===== src/rtl/ahb_pkg.sv =====
// Shared AHB-Lite definitions for the master and anything that talks to it.
//   htrans_t       : HTRANS transfer-type encoding
//   HSIZE_WORD     : HSIZE value for 32-bit single transfers
//   master_state_t : pipeline occupancy of the master (address / data phase)
package ahb_pkg;

  typedef enum logic [1:0] {
    HTRANS_IDLE   = 2'b00,
    HTRANS_BUSY   = 2'b01,
    HTRANS_NONSEQ = 2'b10,
    HTRANS_SEQ    = 2'b11
  } htrans_t;

  localparam logic [2:0] HSIZE_WORD = 3'b010;

  typedef enum logic [1:0] {
    ST_IDLE,       // no address phase, no data phase
    ST_ADDR,       // address phase only
    ST_DATA,       // data phase only
    ST_ADDR_DATA   // both phases occupied
  } master_state_t;

  function automatic master_state_t state_of(input logic ap_v, input logic dp_v);
    case ({ap_v, dp_v})
      2'b10:   return ST_ADDR;
      2'b01:   return ST_DATA;
      2'b11:   return ST_ADDR_DATA;
      default: return ST_IDLE;
    endcase
  endfunction

endpackage


===== src/rtl/ahb_lite_master.sv =====
// AHB-Lite single-word master with a two-stage (address/data) pipeline.
// Ports:
//   clk, reset                      : clock, asynchronous active-high reset
//   cmd_valid/ready/write/addr/wdata: command request channel
//   rsp_valid/rdata/err             : completion channel, one-cycle pulse, no backpressure
//   HADDR/HTRANS/HWRITE/HSIZE/HWDATA: AHB-Lite master outputs
//   HRDATA/HREADY/HRESP             : AHB-Lite responder inputs
module ahb_lite_master
  import ahb_pkg::*;
#(
  parameter int unsigned ADDR_W = 32,
  parameter int unsigned DATA_W = 32
) (
  input  logic              clk,
  input  logic              reset,
  input  logic              cmd_valid,
  output logic              cmd_ready,
  input  logic              cmd_write,
  input  logic [ADDR_W-1:0] cmd_addr,
  input  logic [DATA_W-1:0] cmd_wdata,
  output logic              rsp_valid,
  output logic [DATA_W-1:0] rsp_rdata,
  output logic              rsp_err,
  output logic [ADDR_W-1:0] HADDR,
  output logic [1:0]        HTRANS,
  output logic              HWRITE,
  output logic [2:0]        HSIZE,
  output logic [DATA_W-1:0] HWDATA,
  input  logic [DATA_W-1:0] HRDATA,
  input  logic              HREADY,
  input  logic              HRESP
);

  master_state_t     state_q, state_d;
  logic [ADDR_W-1:0] ap_addr_q, ap_addr_d;
  logic              ap_write_q, ap_write_d;
  logic [DATA_W-1:0] ap_wdata_q, ap_wdata_d;
  logic              dp_write_q, dp_write_d;
  logic [DATA_W-1:0] dp_wdata_q, dp_wdata_d;
  logic              rsp_valid_q, rsp_valid_d;
  logic [DATA_W-1:0] rsp_rdata_q, rsp_rdata_d;
  logic              rsp_err_q, rsp_err_d;

  logic ap_valid, dp_valid, accept, ap_valid_nx, dp_valid_nx;
  logic unused_cmd_addr_lo;

  // Byte offset is ignored: all transfers are word-aligned.
  assign unused_cmd_addr_lo = ^cmd_addr[1:0];

  assign ap_valid  = (state_q == ST_ADDR) || (state_q == ST_ADDR_DATA);
  assign dp_valid  = (state_q == ST_DATA) || (state_q == ST_ADDR_DATA);
  assign cmd_ready = !ap_valid || HREADY;
  assign accept    = cmd_valid && cmd_ready;

  always_comb begin
    ap_addr_d   = ap_addr_q;
    ap_write_d  = ap_write_q;
    ap_wdata_d  = ap_wdata_q;
    dp_write_d  = dp_write_q;
    dp_wdata_d  = dp_wdata_q;
    rsp_valid_d = 1'b0;
    rsp_rdata_d = rsp_rdata_q;
    rsp_err_d   = rsp_err_q;
    ap_valid_nx = ap_valid;
    dp_valid_nx = dp_valid;

    if (HREADY) begin
      if (dp_valid) begin
        rsp_valid_d = 1'b1;
        rsp_rdata_d = dp_write_q ? '0 : HRDATA;
        rsp_err_d   = HRESP;
      end
      dp_valid_nx = ap_valid;
      if (ap_valid) begin
        dp_write_d = ap_write_q;
        // dp wdata only moves for writes so HWDATA keeps its last write value.
        if (ap_write_q) dp_wdata_d = ap_wdata_q;
      end
      ap_valid_nx = accept;
    end else begin
      // Wait state: both phases frozen; an empty ap may still take a command.
      ap_valid_nx = ap_valid || accept;
    end

    if (accept) begin
      ap_addr_d  = {cmd_addr[ADDR_W-1:2], 2'b00};
      ap_write_d = cmd_write;
      ap_wdata_d = cmd_wdata;
    end

    state_d = state_of(ap_valid_nx, dp_valid_nx);
  end

  always_ff @(posedge clk or posedge reset) begin
    if (reset) begin
      state_q     <= ST_IDLE;
      ap_addr_q   <= '0;
      ap_write_q  <= 1'b0;
      ap_wdata_q  <= '0;
      dp_write_q  <= 1'b0;
      dp_wdata_q  <= '0;
      rsp_valid_q <= 1'b0;
      rsp_rdata_q <= '0;
      rsp_err_q   <= 1'b0;
    end else begin
      state_q     <= state_d;
      ap_addr_q   <= ap_addr_d;
      ap_write_q  <= ap_write_d;
      ap_wdata_q  <= ap_wdata_d;
      dp_write_q  <= dp_write_d;
      dp_wdata_q  <= dp_wdata_d;
      rsp_valid_q <= rsp_valid_d;
      rsp_rdata_q <= rsp_rdata_d;
      rsp_err_q   <= rsp_err_d;
    end
  end

  // ap_addr/ap_write only change on accept, so they already hold their
  // last values whenever the address phase is empty.
  assign HADDR     = ap_addr_q;
  assign HWRITE    = ap_write_q;
  assign HTRANS    = ap_valid ? HTRANS_NONSEQ : HTRANS_IDLE;
  assign HSIZE     = HSIZE_WORD;
  assign HWDATA    = dp_wdata_q;
  assign rsp_valid = rsp_valid_q;
  assign rsp_rdata = rsp_rdata_q;
  assign rsp_err   = rsp_err_q;

endmodule


===== config.mk =====
export PLATFORM = sky130hd
export DESIGN_NAME = ahb_lite_master
export DESIGN_NICKNAME = d
export VERILOG_FILES = /design/src/rtl/ahb_pkg.sv /design/src/rtl/ahb_lite_master.sv
export SDC_FILE = /design/constraint.sdc
export NUM_CORES = 1
export LEC_CHECK = 0
export CAP_MARGIN = 20
export CORE_MARGIN = 1
export CORE_UTILIZATION = 40
export DETAILED_ROUTE_END_ITERATION = 16
export PLACE_DENSITY = 0.85
export RECOVER_POWER = 50
export SLEW_MARGIN = 20
export SYNTH_ARGS = -nofsm -noshare
export SYNTH_HDL_FRONTEND = slang
export SYNTH_SLANG_ARGS = --single-unit

===== constraint.sdc =====
create_clock -name clk -period 4.6 [get_ports clk]
set_input_delay 1.38 -clock clk [delete_from_list [all_inputs] [get_ports clk]]
set_output_delay 1.38 -clock clk [all_outputs]
set_load 0.02 [all_outputs]

==> impl_metrics.json <==
{
  "routed_via_density": 4.59,
  "synth-xor-area-share_pct": 0,
  "finClkSkew_ps": 7.70,
  "violations": "max-capacitance violations, max-slew violations",
  "endpoint": "cmd_ready",
  "dp_slack_ps": 450,
  "slew_viol_final": 163,
  "start_util_pct": 41.8,
  "ios": 207,
  "mostFrequentLayoutCell": "clkdlybuf4s50_1",
  "die_height_um": 118,
  "synthSimpleGateAreaFrac_pct": 7.02,
  "antenna_cells": 0,
  "wl_per_cell_um": 15.6,
  "tightest_slew_ps": 1980,
  "fmax_mhz": 237,
  "hold_ws_ps": 479,
  "period_share_pct": 91.7,
  "cts_resized": 0,
  "ys_warn_count": 0,
  "start_kind": "input pin",
  "syn_area_sq_um": 5370,
  "rows": 41,
  "drc_errors": 0,
  "grt-ovfl-total": 0,
  "clk_path_buf_depth": 2,
  "clk_latency_ps": 400,
  "tns_ps": 0,
  "core-area_sq_um": 12800,
  "fin_ws_ps": 382,
  "hpwl_mm": 8.11,
  "fin_nets": 667,
  "power_density_nw_per_um2": 507,
  "outcome": "finished with violations",
  "max_cap_violations": 4,
  "path_max_fanout": 5,
  "synth_compound_area_share_pct": 3.08,
  "rsz0062_at_grt": "false",
  "via_count": 3440,
  "drt-initial-drc-count": 92,
  "cts_tree": "yes",
  "slowest_stage": "dlygate4sd3_1",
  "die_w_um": 118,
  "crit_type": "in -> out",
  "synth_cells": 365,
  "clock-root-buffer": "clkbuf_16",
  "yosys-top-cells-area": "dfrtp_1 (62%), mux2_4 (17%), mux2_2 (7.6%)",
  "cts.sinks": 132,
  "r2r_setup_slack_ps": 2030,
  "min_period_ps": 4220,
  "grt_first_pass_wirelength_mm": 19.5,
  "ys_ff_latch": 132,
  "muxShareOfSynthArea_pct": 24.3,
  "layout_common_cells": "clkdlybuf4s50_1 (196), dfrtp_1 (132), mux2_4 (48)",
  "yosysTopAreaCell": "dfrtp_1",
  "portBuffers": 198,
  "netlist.area_leader.share_pct": 61.6,
  "worstPathCellList": "dlygate4sd3_1, nand2b_1, clkdlybuf4s50_1",
  "max_slew_margin_pct": -31.8,
  "worstPathArrival_ps": 2840,
  "cts_inserted_buffers": 17,
  "rr_startpoint": "state_q[0]",
  "post_cts_buffers": 0,
  "critPathCaptureType": "output port",
  "ant_nets": 0,
  "grt_antenna_before_repair": 0,
  "critPathRequiredTime_ps": 3220,
  "critPathMaxStageDelay_ps": 630,
  "setup_violations": 0,
  "firstDrtPassIters": 4,
  "place_congestion": 0.809,
  "crit_start": "HREADY",
  "area_growth_pct": 48.4,
  "postCtsHoldBufs": 0,
  "worstReg2RegEnd": "ap_wdata_q[2]",
  "cts_max_level": 4,
  "track_usage_pct": 18.0,
  "grt_start_max_net_pins": 67,
  "routed_wl_mm": 11.7,
  "synth_fa_ha_area_share_pct": 0,
  "p_leak_nw": 3.54,
  "ir_drop_mv": 0.295,
  "clk_transition_reported_paths_ps": 50,
  "synth_area_per_cell_sq_um": 14.7,
  "final_core_util_pct": 62.1,
  "synth_cell_types": 15,
  "seq_area_frac_synth_pct": 61.6,
  "grt_pass1_vias": 3753,
  "rr_worst_depth": 4,
  "dieArea_sq_um": 13900,
  "drive_above_1_share_pct": 20.9,
  "synth_top_family_by_area": "multiplexers",
  "hp-class": "reg -> reg",
  "hold_viol": 0
}
-- where the power goes --
group / internal, mW / switching [mW]
clock: 0.834 / 0.470
sequential: 1.41 / 0.149
combinational: 0.652 / 0.523
-- final cells by class --
type                            count  area [sq um]
Fill cell                        1004          4860
Sequential cell                   132          3300
Timing Repair Buffer              204          2050
Multi-Input combinational cell    207          1810
Clock buffer                       22           474
Tap cell                          172           215
Clock inverter                     10           105
Inverter                            3          12.5
-- worst min-delay path by stage --
stage / from / to / slack, ps / depth (start not counted)
3_5_place_dp: rsp_rdata[20] / rsp_rdata[20] / 470 / 2
6_report: rsp_rdata[20] / rsp_rdata[20] / 480 / 2
5_1_grt: rsp_rdata[20] / rsp_rdata[20] / 500 / 2
4_1_cts: rsp_rdata[20] / rsp_rdata[20] / 480 / 2
2_1_floorplan: ap_wdata_q[0] / ap_wdata_q[0] / 480 / 1
3_3_place_gp: rsp_rdata[18] / rsp_rdata[18] / 460 / 2
-- critical path: cells and delay by family --
kind / cells / cell delay (ps)
and+or+nand+nor: 1 / 190
buffers and inverters: 2 / 1260
-- metal layers --
layer / GRT usage, % / wire length (um)
met5: 0 / 0
met4: 6.73 / 149
met3: 6.69 / 890
met2: 29.9 / 5750
met1: 21.1 / 4890
-- cells by family (layout without fill, tap and decap cells) --
family / Yosys count / after routing
AOI/OAI and AO/OA: 33 / 33
buffers and inverters: 30 / 239
DFF: 132 / 132
muxes: 96 / 96
other: 2 / 6
and+or+nand+nor: 72 / 72
-- per-stage QoR --
stage / total power [mW] / area, sq um / instances
final: 4.04 / 7970 / 750
after global placement: 2.74 / 7460 / 718
after global routing: 4.23 / 7970 / 750
after floorplan: 2.18 / 5390 / 369
after detailed placement: 2.78 / 7460 / 718
after CTS: 4.10 / 8040 / 750
-- registers in the layout, indices dropped and copies added, names as in the netlist --
name / cells
HADDR: 30
dp_write_q: 1
rsp_rdata: 32
state_q: 2
ap_wdata_q: 32
rsp_err: 1
HWRITE: 1
HWDATA: 32
rsp_valid: 1
-- synth_stat cells, drive strengths merged --
master,count
buf,20
mux2,96
inv,3
conb,2
nand3,1
nand2,37
nand2b,34
o21ai,33
dfrtp,132
clkbuf,7
Note: power is estimated with default switching activity, not from simulation.
